File: config.mk
export PLATFORM = sky130hd
export DESIGN_NAME = ex_stage
export DESIGN_NICKNAME = d
export VERILOG_FILES = /design/src/rtl/ex_stage.sv
export SDC_FILE = /design/constraint.sdc
export NUM_CORES = 1
export LEC_CHECK = 0
export CELL_PAD_IN_SITES_DETAIL_PLACEMENT = 0
export CELL_PAD_IN_SITES_GLOBAL_PLACEMENT = 1
export CORE_AREA = 2 2 209 211
export CTS_CLUSTER_DIAMETER = 40
export CTS_CLUSTER_SIZE = 20
export DETAILED_ROUTE_END_ITERATION = 7
export DIE_AREA = 0 0 211 213
export PLACE_DENSITY_LB_ADDON = 0.1
export SETUP_SLACK_MARGIN = 0.02
export SYNTH_ARGS = -nofsm -noshare
export SYNTH_HDL_FRONTEND = slang
export SYNTH_SLANG_ARGS = --single-unit
File: constraint.sdc
create_clock -name clk -period 6.3 [get_ports clk]
set_input_delay 0.945 -clock clk [delete_from_list [all_inputs] [get_ports clk]]
set_output_delay 0.945 -clock clk [all_outputs]
set_load 0.03 [all_outputs]
File: src/rtl/ex_stage.sv
// ex_stage: execute stage -- ID/EX register, 12-op ALU, data-SRAM request, optional iterative divider.
// Build with DIVIDER_EN defined to include the divider FSM, HI/LO and MFHI/MFLO.
//
// state  | meaning
// S_IDLE | waiting for DIV/DIVU not yet executed; starts a divide (stallreq=1)
// S_BUSY | one restoring-division step per cycle, 32 steps (stallreq=1)
// S_DONE | HI/LO written at end of cycle, stallreq released
module ex_stage #(
  parameter int ID_TO_EX_WD  = 159,
  parameter int EX_TO_MEM_WD = 76,
  parameter int STALL_WD     = 6
) (
  input  logic                    clk,
  input  logic                    rst,
  input  logic [STALL_WD-1:0]     stall,
  input  logic [ID_TO_EX_WD-1:0]  id_to_ex_bus,
  output logic [EX_TO_MEM_WD-1:0] ex_to_mem_bus,
  output logic                    data_sram_en,
  output logic [3:0]              data_sram_wen,
  output logic [31:0]             data_sram_addr,
  output logic [31:0]             data_sram_wdata,
  output logic                    stallreq
);

  logic [ID_TO_EX_WD-1:0] id_ex_q, id_ex_d;
  logic                   load_en;

  assign load_en = ~stall[2];

  // ID stopped while EX runs: insert a bubble so the held instruction is not duplicated
  always_comb begin
    id_ex_d = id_ex_q;
    if (stall[2] && !stall[3]) begin
      id_ex_d = '0;
    end else if (!stall[2]) begin
      id_ex_d = id_to_ex_bus;
    end
  end

  always_ff @(posedge clk or negedge rst) begin
    if (!rst) begin
      id_ex_q <= '0;
    end else begin
      id_ex_q <= id_ex_d;
    end
  end

  logic [31:0] pc, inst, rs_data, rt_data;
  logic [11:0] alu_op;
  logic [2:0]  src1;
  logic [3:0]  src2;
  logic        ram_en, rf_we, sel_rf_res;
  logic [3:0]  ram_wen;
  logic [4:0]  rf_waddr;

  assign pc         = id_ex_q[158:127];
  assign inst       = id_ex_q[126:95];
  assign alu_op     = id_ex_q[94:83];
  assign src1       = id_ex_q[82:80];
  assign src2       = id_ex_q[79:76];
  assign ram_en     = id_ex_q[75];
  assign ram_wen    = id_ex_q[74:71];
  assign rf_we      = id_ex_q[70];
  assign rf_waddr   = id_ex_q[69:65];
  assign sel_rf_res = id_ex_q[64];
  assign rs_data    = id_ex_q[63:32];
  assign rt_data    = id_ex_q[31:0];

  logic [31:0] src1_v, src2_v, imm_sext, imm_zext;

  assign imm_sext = {{16{inst[15]}}, inst[15:0]};
  assign imm_zext = {16'b0, inst[15:0]};

  assign src1_v = ({32{src1[0]}} & rs_data)
                | ({32{src1[1]}} & pc)
                | ({32{src1[2]}} & {27'b0, inst[10:6]});

  assign src2_v = ({32{src2[0]}} & rt_data)
                | ({32{src2[1]}} & imm_sext)
                | ({32{src2[2]}} & 32'd8)
                | ({32{src2[3]}} & imm_zext);

  logic [31:0] add_res, sub_res, slt_res, sltu_res, sll_res, srl_res, sra_res, lui_res;
  logic [31:0] alu_res;

  assign add_res  = src1_v + src2_v;
  assign sub_res  = src1_v - src2_v;
  assign slt_res  = {31'b0, $signed(src1_v) < $signed(src2_v)};
  assign sltu_res = {31'b0, src1_v < src2_v};
  assign sll_res  = src2_v << src1_v[4:0];
  assign srl_res  = src2_v >> src1_v[4:0];
  assign sra_res  = 32'($signed(src2_v) >>> src1_v[4:0]);
  assign lui_res  = {src2_v[15:0], 16'b0};

  // alu_op bit 11 is add, bit 0 is lui
  assign alu_res = ({32{alu_op[11]}} & add_res)
                 | ({32{alu_op[10]}} & sub_res)
                 | ({32{alu_op[9]}}  & slt_res)
                 | ({32{alu_op[8]}}  & sltu_res)
                 | ({32{alu_op[7]}}  & (src1_v & src2_v))
                 | ({32{alu_op[6]}}  & ~(src1_v | src2_v))
                 | ({32{alu_op[5]}}  & (src1_v | src2_v))
                 | ({32{alu_op[4]}}  & (src1_v ^ src2_v))
                 | ({32{alu_op[3]}}  & sll_res)
                 | ({32{alu_op[2]}}  & srl_res)
                 | ({32{alu_op[1]}}  & sra_res)
                 | ({32{alu_op[0]}}  & lui_res);

  logic rtype, is_div, is_divu, is_mfhi, is_mflo;

  assign rtype   = (inst[31:26] == 6'b000000);
  assign is_div  = rtype && (inst[5:0] == 6'b011010);
  assign is_divu = rtype && (inst[5:0] == 6'b011011);
  assign is_mfhi = rtype && (inst[5:0] == 6'b010000);
  assign is_mflo = rtype && (inst[5:0] == 6'b010010);

  logic [31:0] hi_val, lo_val;

`ifdef DIVIDER_EN
  typedef enum logic [1:0] {S_IDLE, S_BUSY, S_DONE} div_state_e;

  div_state_e  state_q, state_d;
  logic [4:0]  cnt_q, cnt_d;
  logic [31:0] rem_q, rem_d, quo_q, quo_d, dvs_q, dvs_d, dvd_q, dvd_d;
  logic [31:0] hi_q, hi_d, lo_q, lo_d;
  logic        negq_q, negq_d, negr_q, negr_d, dz_q, dz_d, done_q, done_d;
  logic        div_stall;
  logic [32:0] trial, diff;

  function automatic logic [31:0] abs32(input logic [31:0] v);
    return v[31] ? (32'd0 - v) : v;
  endfunction

  always_comb begin
    state_d   = state_q;
    cnt_d     = cnt_q;
    rem_d     = rem_q;
    quo_d     = quo_q;
    dvs_d     = dvs_q;
    dvd_d     = dvd_q;
    hi_d      = hi_q;
    lo_d      = lo_q;
    negq_d    = negq_q;
    negr_d    = negr_q;
    dz_d      = dz_q;
    done_d    = done_q;
    div_stall = 1'b0;
    trial     = {rem_q, quo_q[31]};
    diff      = trial - {1'b0, dvs_q};
    case (state_q)
      S_IDLE: begin
        if ((is_div || is_divu) && !done_q) begin
          div_stall = 1'b1;
          state_d   = S_BUSY;
          cnt_d     = 5'd0;
          rem_d     = 32'd0;
          quo_d     = is_div ? abs32(rs_data) : rs_data;
          dvs_d     = is_div ? abs32(rt_data) : rt_data;
          dvd_d     = rs_data;
          negq_d    = is_div && (rs_data[31] ^ rt_data[31]);
          negr_d    = is_div && rs_data[31];
          dz_d      = (rt_data == 32'd0);
        end
      end
      S_BUSY: begin
        div_stall = 1'b1;
        if (trial >= {1'b0, dvs_q}) begin
          rem_d = diff[31:0];
          quo_d = {quo_q[30:0], 1'b1};
        end else begin
          rem_d = trial[31:0];
          quo_d = {quo_q[30:0], 1'b0};
        end
        cnt_d = cnt_q + 5'd1;
        if (cnt_q == 5'd31) begin
          state_d = S_DONE;
        end
      end
      S_DONE: begin
        state_d = S_IDLE;
        done_d  = 1'b1;
        hi_d    = dz_q ? dvd_q : (negr_q ? (32'd0 - rem_q) : rem_q);
        lo_d    = dz_q ? 32'hFFFF_FFFF : (negq_q ? (32'd0 - quo_q) : quo_q);
      end
      default: state_d = S_IDLE;
    endcase
    // a new instruction entering EX re-arms the divider
    if (load_en) begin
      done_d = 1'b0;
    end
  end

  always_ff @(posedge clk or negedge rst) begin
    if (!rst) begin
      state_q <= S_IDLE;
      cnt_q   <= '0;
      rem_q   <= '0;
      quo_q   <= '0;
      dvs_q   <= '0;
      dvd_q   <= '0;
      hi_q    <= '0;
      lo_q    <= '0;
      negq_q  <= 1'b0;
      negr_q  <= 1'b0;
      dz_q    <= 1'b0;
      done_q  <= 1'b0;
    end else begin
      state_q <= state_d;
      cnt_q   <= cnt_d;
      rem_q   <= rem_d;
      quo_q   <= quo_d;
      dvs_q   <= dvs_d;
      dvd_q   <= dvd_d;
      hi_q    <= hi_d;
      lo_q    <= lo_d;
      negq_q  <= negq_d;
      negr_q  <= negr_d;
      dz_q    <= dz_d;
      done_q  <= done_d;
    end
  end

  assign stallreq = div_stall;
  assign hi_val   = hi_q;
  assign lo_val   = lo_q;
`else
  assign stallreq = 1'b0;
  assign hi_val   = 32'd0;
  assign lo_val   = 32'd0;
`endif

  logic [31:0] result;

  always_comb begin
    result = alu_res;
    if (is_mfhi) begin
      result = hi_val;
    end else if (is_mflo) begin
      result = lo_val;
    end else if (is_div || is_divu) begin
      result = 32'd0;
    end
  end

  assign ex_to_mem_bus   = {pc, ram_en, ram_wen, sel_rf_res, rf_we, rf_waddr, result};
  assign data_sram_en    = ram_en;
  assign data_sram_wen   = ram_wen;
  assign data_sram_addr  = result;
  assign data_sram_wdata = rt_data;

  logic unused_bits;
  assign unused_bits = ^{inst[25:16], stall[STALL_WD-1:4], stall[1:0]};

endmodule

# After elaboration in Yosys (flattened, before gate mapping)
# Index checks and enable logic that the tools add are counted.
# word_totals
output_inout_bits,146
in_bits,167
elab_cells,64
register_bits,159
# op_classes
eq_ne,5
mux,5
n_lt_le_gt_ge,2
reduce_logical,8
shifts,3
n_addsub,2
bitwise_logic,38
# ops
op,count
bitwise OR 32 bit,16
AND 32 bit,15
two-way mux 159 bit,2
two-way mux 32 bit,3
AND 32 x 1 -> 32 bit,2
less-than comparator 32 bit,2
adder 32 bit,1
AND 32 x 16 -> 32 bit,1
AND 32 x 5 -> 32 bit,1
NOT 32 bit,1
bitwise OR 32 x 4 -> 32 bit,1
<< shifter 32 x 5 -> 32 bit,1
right shift 32 x 5 -> 32 bit,1
>>> shifter 32 x 5 -> 32 bit,1
subtractor 32 bit,1
bitwise XOR 32 bit,1
== test 6 x 5 -> 1 bit (second input constant),4
logical NOT 6 bit,1
logical AND 1 bit,5
!= test 2 x 1 -> 1 bit (second input constant),1
logical NOT 1 bit,1
logical OR 1 bit,1

# Depth between registers and ports, before layout
# Gate-level depths: netlist of the first run.
# depth
word_depth,20
mapped_depth,21

# Worst setup path before layout of the first run
# Ideal clock, no wire load.
# synth_timing
kind,register to output
from,register id_ex_q[80]
to,output ex_to_mem_bus[30]
arrival_time_ns,5.244
stages_incl_launch_ff,22
path_slack_ns,0.111
required_ns,5.355
n_path_buf,7
cell_sequence,dfrtp_1 > clkbuf_1 > a22oi_1 > and2_1 > clkbuf_1 > inv_1 > buf_1 > buf_2 > buf_1 > ha_1 > buf_2 > nor2_1 > a211oi_1 > a21boi_1 > a211oi_1 > o31a_1 > o31ai_4 > a31oi_2 > nor4_1 > mux2_1 > a31oi_1 > buf_4
# synth_via
elab_chain_cells,19
word_cells_on_any_way,35
cone_classes,add/sub (2); shift (3); mux (3); bitwise (27)
# synth_lines
item,line,rtl
"start, declared",25,"logic [ID_TO_EX_WD-1:0] id_ex_q, id_ex_d;"
"start signal, assigned",44,id_ex_q <= id_ex_d;
AND 32 bit *,74,assign src1_v = ({32{src1[0]}} & rs_data)
bitwise OR 32 bit *,75,| ({32{src1[1]}} & pc)
bitwise OR 32 bit *,76,"| ({32{src1[2]}} & {27'b0, inst[10:6]});"
adder 32 bit or subtractor 32 bit (tied branches),"86, 87",
"AND 32 bit, on equally long branches","96, 97",
bitwise OR 32 bit,97,| ({32{alu_op[10]}} & sub_res)
bitwise OR 32 bit,98,| ({32{alu_op[9]}} & slt_res)
bitwise OR 32 bit,99,| ({32{alu_op[8]}} & sltu_res)
[3 not listed],-,
bitwise OR 32 bit,103,| ({32{alu_op[4]}} & (src1_v ^ src2_v))
bitwise OR 32 bit,104,| ({32{alu_op[3]}} & sll_res)
bitwise OR 32 bit,105,| ({32{alu_op[2]}} & srl_res)
bitwise OR 32 bit *,106,| ({32{alu_op[1]}} & sra_res)
bitwise OR 32 bit *,107,| ({32{alu_op[0]}} & lui_res);
two-way mux 32 bit *,240,end else if (is_div || is_divu) begin
two-way mux 32 bit *,238,end else if (is_mflo) begin
two-way mux 32 bit *,236,if (is_mfhi) begin
"end, declared",17,"output logic [EX_TO_MEM_WD-1:0] ex_to_mem_bus,"
# Every way passes the cells marked *; elsewhere a longest branch is shown, timed or not.

# Worst setup path in the final report of the first run
# layout_timing
from,register id_ex_q[79]
to,output ex_to_mem_bus[30]
# layout_via
elab_chain_cells,18
word_cells_on_any_way,35
cone_classes,add/sub (2); shift (3); mux (3); bitwise (27)
# layout_lines
item,line,rtl
AND 32 x 16 -> 32 bit *,81,| ({32{src2[3]}} & imm_zext);
bitwise OR 32 bit *,81,
adder 32 bit or subtractor 32 bit (tied branches),"86, 87",
"AND 32 bit, on equally long branches","96, 97",
bitwise OR 32 bit,97,
bitwise OR 32 bit,98,
bitwise OR 32 bit,99,
bitwise OR 32 bit,100,| ({32{alu_op[7]}} & (src1_v & src2_v))
[2 not listed],-,
bitwise OR 32 bit,103,
bitwise OR 32 bit,104,
bitwise OR 32 bit,105,
bitwise OR 32 bit,106,
bitwise OR 32 bit *,107,
two-way mux 32 bit *,240,
two-way mux 32 bit *,238,
two-way mux 32 bit *,236,
# Marks and branches as above.

==> results of run 1 <==
[cells by family (layout without fill, tap and decap cells)]
kind of cell | after synthesis | count (layout) | synth area share
compound gates | 760 | 760 | 0.296
xor+xnor | 37 | 37 | 0.0196
fa+ha+maj | 95 | 95 | 0.0729
buf+inv | 536 | 664 | 0.152
flops | 149 | 149 | 0.226
mux | 96 | 96 | 0.0601
other cells | 1 | 1 | 0.000227
simple gates | 648 | 648 | 0.174
[cell type report]
class / count / area, um^2 / share of cell area
Tap cell: 546 / 683 / 0.0339
Sequential cell: 149 / 3730 / 0.185
Multi-Input combinational cell: 1637 / 10300 / 0.513
Clock buffer: 21 / 440 / 0.0218
Inverter: 248 / 931 / 0.0462
Timing Repair Buffer: 384 / 3900 / 0.194
Clock inverter: 11 / 126 / 0.00627
[cell usage after synthesis, types with 9 or more instances]
library cell,n
o21ai_0,259
inv_1,240
nand2_1,233
nand3_1,158
nor2_1,154
dfrtp_1,149
a21oi_1,146
clkbuf_1,130
buf_4,116
ha_1,93
mux2i_1,71
a22o_1,40
a211oi_1,35
xnor2_1,31
nor3_1,30
a221oi_1,28
a31oi_1,26
a21o_1,24
a22oi_1,24
mux2_2,24
buf_1,22
o22ai_1,21
o211ai_1,20
o21bai_1,16
buf_2,15
o21ai_1,14
nor2b_1,13
o221ai_1,12
and3_1,10
a41oi_1,9
and2_1,9
nand2b_1,9
o31ai_1,9
[stage by stage]
stage	instance area [um^2]	cells	setup WS (ns)	utilization
after floorplan	16500	2322	0.111	-
final	20200	2996	0.152	0.472
after detailed placement	19500	2963	0.450	0.457
after CTS	20100	2995	0.0634	0.471
after global routing	20200	2996	0.0149	0.472
after global placement	19500	2963	0.486	0.457
[worst min-delay path by stage]
stage / startpoint / to / slack (ns) / cells after the start
after detailed placement: id_ex_q[121] / id_ex_q[121] / 0.47 / 2
after global placement: id_ex_q[123] / id_ex_q[123] / 0.45 / 2
after CTS: id_ex_q[121] / id_ex_q[121] / 0.48 / 2
final: id_ex_q[121] / id_ex_q[121] / 0.47 / 2
after global routing: id_ex_q[124] / id_ex_q[124] / 0.52 / 2
after floorplan: id_ex_q[126] / id_ex_q[126] / 0.44 / 2
[routing by layer]
layer,global-route usage,vias up,share of wire
met1,0.443,8594,0.42
met4,0.204,2,0.062
met2,0.542,860,0.45
met5,0,-,0.00017
li1,-,8253,-
met3,0.0607,172,0.074
[power breakdown]
part           switching (mW)  internal (mW)  total (mW)
sequential             0.0878           1.03        1.11
clock                   0.414          0.584       0.998
combinational            1.88           1.14        3.02
total                    2.39           2.75        5.13
[timing repair]
action,CTS,global route
pin swaps,1,2
buffers inserted,0,1
setup endpoints to repair,5,12
gates resized for setup,2,11
[critical path: stages, from the launching register on]
cell and delay [ns]:
dfrtp_1 0.41, or2_2 0.36, a22o_1 0.31, ha_1 0.30
fa_1 0.49, o21bai_2 0.17, a211oi_1 0.10, a21boi_1 0.26
a211oi_1 0.18, o31a_1 0.32, o31ai_4 0.40, a31oi_2 0.23
nor4_2 0.25, buf_4 0.16, mux2_1 0.32, a31oi_1 0.15
buf_4 0.18, buf_4 0.16
==> impl_results.md, run 1 <==
- Synth top area cells: dfrtp_1 23%, o21ai_0 7.9%, ha_1 7.1%
- Max-Cap Viols: 0
- Share of the synthesized area in the top cell type: 0.226
- Async S/R FF share, synth: 1.00
- Most frequent cells in the layout: 259 x o21ai_0, 240 x inv_1, 240 x clkdlybuf4s50_1
- Sequential share of the synthesized area: 0.226
- Vias in the first global route: 16904
- Nets: 2699
- TNS Setup: 0 ns
- Layout cells sized above 1: 0.100
- PwrDens: 255 nW/um^2
- Status: complete, no violations
- Largest net degree at the start of global routing: 113
- RR Endpoint: id_ex_q[90]
- WL per Instance: 26.1 um
- CP Capture Type: primary output
- Clock buffer depth: 2
- Biggest register: id_ex_q
- Vias/cell: 5.97
- Reg-to-Reg Start: id_ex_q[90]
- Initial antenna violation count: 2
- IO Pins: 313
- Worst Hold Class: reg -> reg
- Final setup viols: 0
- Initial DRT Pass Iterations: 6
- Cell area after synthesis: 16500 um^2
- Cells after Synth: 2322
- Final WL: 78100 um
- Die Span Y: 213 um
- Static Leak: 9.07 nW
- Relative slew margins: 0.265
- CP Launch Type: register
- CTS tree: yes
- Die Area: 44900 um^2
- Final Max Tran Viols: 0
- Actual slew at the worst max-slew pin: 1.09 ns
- CP Launch Point: id_ex_q[79]
- Reg2reg path depth: 3
- Max FFs per register: 149
- CP endpoint: ex_to_mem_bus[30]
- Power, Total: 5.13 mW
- Port Buffers: 297
- Largest regs: id_ex_q: 149 flops
- Ant diodes: 0
- Synth Area per Inst: 7.11 um^2
- Area Overhead vs Synth: 22.2%
- Via count: 17881
- Crit path max fanout: 7
- Final ANT Viol Nets: 0
- Number of synthesized register bits: 149
- Initial Utilization: 0.387
- Worst-skew pair later-pin latency: 0.44 ns
- Clock-pin slew on the worst setup and hold paths: 0.06 ns
- Syn Nets: 2584
- # hold bufs at CTS: 0
- TritonCTS Buffers: 17
- Hold violation count in the final report: 0
- Distinct cells, synth: 81
- # DRC: 0
- GPL Wtd Cong: 1.01
- Dominant synthesized flop cell: dfrtp_1
- DPL Wire Length: 61600 um
- Clock root buffer: clkbuf_16
- Die X: 211 um
- CP required: 5.35 ns
- Unrepaired setup endpoints after global routing: true
- GRT overflow: 0
- Clk_skew: 0 ns
- Flop-to-flop setup slack: 4.83 ns
- Core Region: 42700 um^2
- Tmin final: 6.15 ns
- Peak supply drop: 0.000209 V
- WS Path Type: reg -> out
- CTS sink cnt: 149
- Final hold slack: 0.473 ns
- Row Count: 76
- Fill cells: 4386
- First-pass GRT wire length: 114000 um
- Top cell type by total area after synthesis: dfrtp_1
- F_max: 163 MHz
- GRT Resource Usage Total: 0.344
- Synth warn: 0
- CTS H-Tree Depth: 4
- EDFF count, synth: 0
- Initial DRC count: 1900
- Commonest non-fill, non-tap cell in the layout: o21ai_0
- Final worst-path cycle share: 0.976
- CP Data Arrival Time: 5.20 ns
(Power assumes the default switching activity.)
==> run 2: changes to the inputs <==
- CAP_MARGIN: default -> 0
- REMOVE_ABC_BUFFERS: default -> 1
- SLEW_MARGIN: default -> 25
==> run 2 against run 1 <==
  * Wire length fell by 7.8%
  * First-iteration DRC count decreased by 7.8%
  * Sequential share of layout area fell by 0.18 points
  * Sequential power about the same
  * Via count shrank 0.94%
  * Cell area is 1.2% higher
  * Combinational power grew 2%
  * Setup slack improved by 0.033 ns
==> impl_results.md, run 2 (same netlist as run 1, synthesis figures left out) <==
- Status: complete, no violations
- First-pass GRT wire length: 107000 um
- CP Capture Type: primary output
- Slowest-stage cell, CP: fa_1
- Clk_skew: 0 ns
- CTS H-Tree Depth: 4
- Final worst-path cycle share: 0.971
- Most frequent cells in the layout: 259 x o21ai_0, 240 x inv_1, 240 x clkdlybuf4s50_1
- CP Launch Point: id_ex_q[79]
- Core Region: 42700 um^2
- Flop-to-flop setup slack: 4.90 ns
- Final ANT Viol Nets: 0
- Reg2reg path depth: 4
- Post-layout util: 0.478
- Actual slew at the worst max-slew pin: 1.13 ns
- RR Endpoint: id_ex_q[76]
- Placement Setup Slack: 0.459 ns
- Die Span Y: 213 um
- Commonest non-fill, non-tap cell in the layout: o21ai_0
- Row Count: 76
- Static Leak: 9.13 nW
- Layout Cells excl Fill: 2988
- Nets: 2691
- Largest regs: id_ex_q: 149 flops
- Worst path max stage delay: 0.47 ns
- CP required: 5.35 ns
- Clock-pin slew on the worst setup and hold paths: 0.07 ns
- DPL Wire Length: 55600 um
- Initial DRC count: 1752
- Crit-path cells: or2_4 > a22o_1 > ha_1 > fa_1 > o21bai_1 > a211oi_1 > a21boi_1 > a211oi_2 > o31a_1 > o31ai_4 > a31oi_1 > buf_4 > xor2_1 > a211oi_1 > a21oi_1 > buf_4 > buf_12
- Placed standard-cell area: 19700 um^2
- Ant diodes: 0
- Final Max Tran Viols: 0
- Die Area: 44900 um^2
- CTS sink cnt: 149
- Max-Cap Viols: 0
- Hold violation count in the final report: 0
- CP Launch Type: register
- Largest net degree at the start of global routing: 142
- Dpl cells: 2953
- WS Path Type: reg -> out
- Clock buffer depth: 2
- CTS tree: yes
- Port Buffers: 297
- # hold bufs at CTS: 0
- Reg-to-Reg Start: id_ex_q[76]
- # DRC: 0
- Vias in the first global route: 16645
- GRT overflow: 0
- PwrDens: 260 nW/um^2
- Via count: 17713
- Initial antenna violation count: 1
- TNS Setup: 0 ns
- Worst-skew pair later-pin latency: 0.48 ns
- Peak supply drop: 0.000164 V
- F_max: 164 MHz
- Area Overhead vs Synth: 23.6%
- Die X: 211 um
- Final WL: 72100 um
- Final Instance Area: 20400 um^2
- Vias/cell: 5.93
- Worst Hold Class: reg -> reg
- Initial Utilization: 0.387
- Tmin final: 6.11 ns
- TritonCTS Buffers: 17
- CP endpoint: ex_to_mem_bus[24]
- Layout cells sized above 1: 0.0995
- Clock root buffer: clkbuf_16
- Unrepaired setup endpoints after global routing: false
- Max FFs per register: 149
- Final setup viols: 0
- GRT Resource Usage Total: 0.319
- Biggest register: id_ex_q
- WL per Instance: 24.1 um
- CP Data Arrival Time: 5.17 ns
- Setup slack after layout: 0.185 ns
- GPL Wtd Cong: 0.983
- Relative slew margins: 0.240
- Crit path max fanout: 14
- Initial DRT Pass Iterations: 7
- IO Pins: 313
-- run 2: metal layers --
metal,GRT usage,wire length (um)
met1,0.453,32600
met2,0.476,31200
met3,0.0762,6500
met4,0.0969,1750
met5,0,13
-- run 2: worst min-delay path by stage --
stage                 start      endpoint  slack (ns)  depth (start not counted)
2_1_floorplan  id_ex_q[126]  id_ex_q[126]        0.44                          2
3_3_place_gp   id_ex_q[123]  id_ex_q[123]        0.46                          2
3_5_place_dp   id_ex_q[123]  id_ex_q[123]        0.46                          2
4_1_cts        id_ex_q[123]  id_ex_q[123]        0.48                          2
5_1_grt        id_ex_q[123]  id_ex_q[123]        0.50                          2
6_report        id_ex_q[70]   id_ex_q[70]        0.48                          2
-- run 2: layout make-up --
cell class	instances	area [um^2]
Multi-Input combinational cell	1637	10300
Inverter	248	931
Timing Repair Buffer	376	4090
Fill cell	4347	22300
Clock buffer	18	429
Clock inverter	14	196
Sequential cell	149	3740
Tap cell	546	683
-- run 2: critical path: cells and delay by family (launching register included) --
family	cells	cell delay [ns]
AOI/OAI and AO/OA	10	2.48
adders and majority gates	2	0.78
buffers and inverters	3	0.54
DFF	1	0.41
and+or+nand+nor	1	0.33
xor gates and xnor gates	1	0.13
-- run 2: power by group --
part           total (mW)  leakage [nW]  internal, mW  switching, mW
registers            1.11          1.87          1.03         0.0845
logic                3.07          6.95          1.24           1.83
clock network        1.12         0.309         0.636          0.485
-- run 2: timing repair --
action,4_1_cts,5_1_grt
buffers inserted,1,2
gates resized for setup,4,9
setup endpoints to repair,12,24
pin swaps,2,2
-- run 2: stage by stage --
step,hold slack [ns],power (mW)
floorplan,0.441,2.68
CTS,0.479,5.29
global route,0.504,5.56
global placement,0.456,4.12
detailed placement,0.463,4.14
finish,0.476,5.30
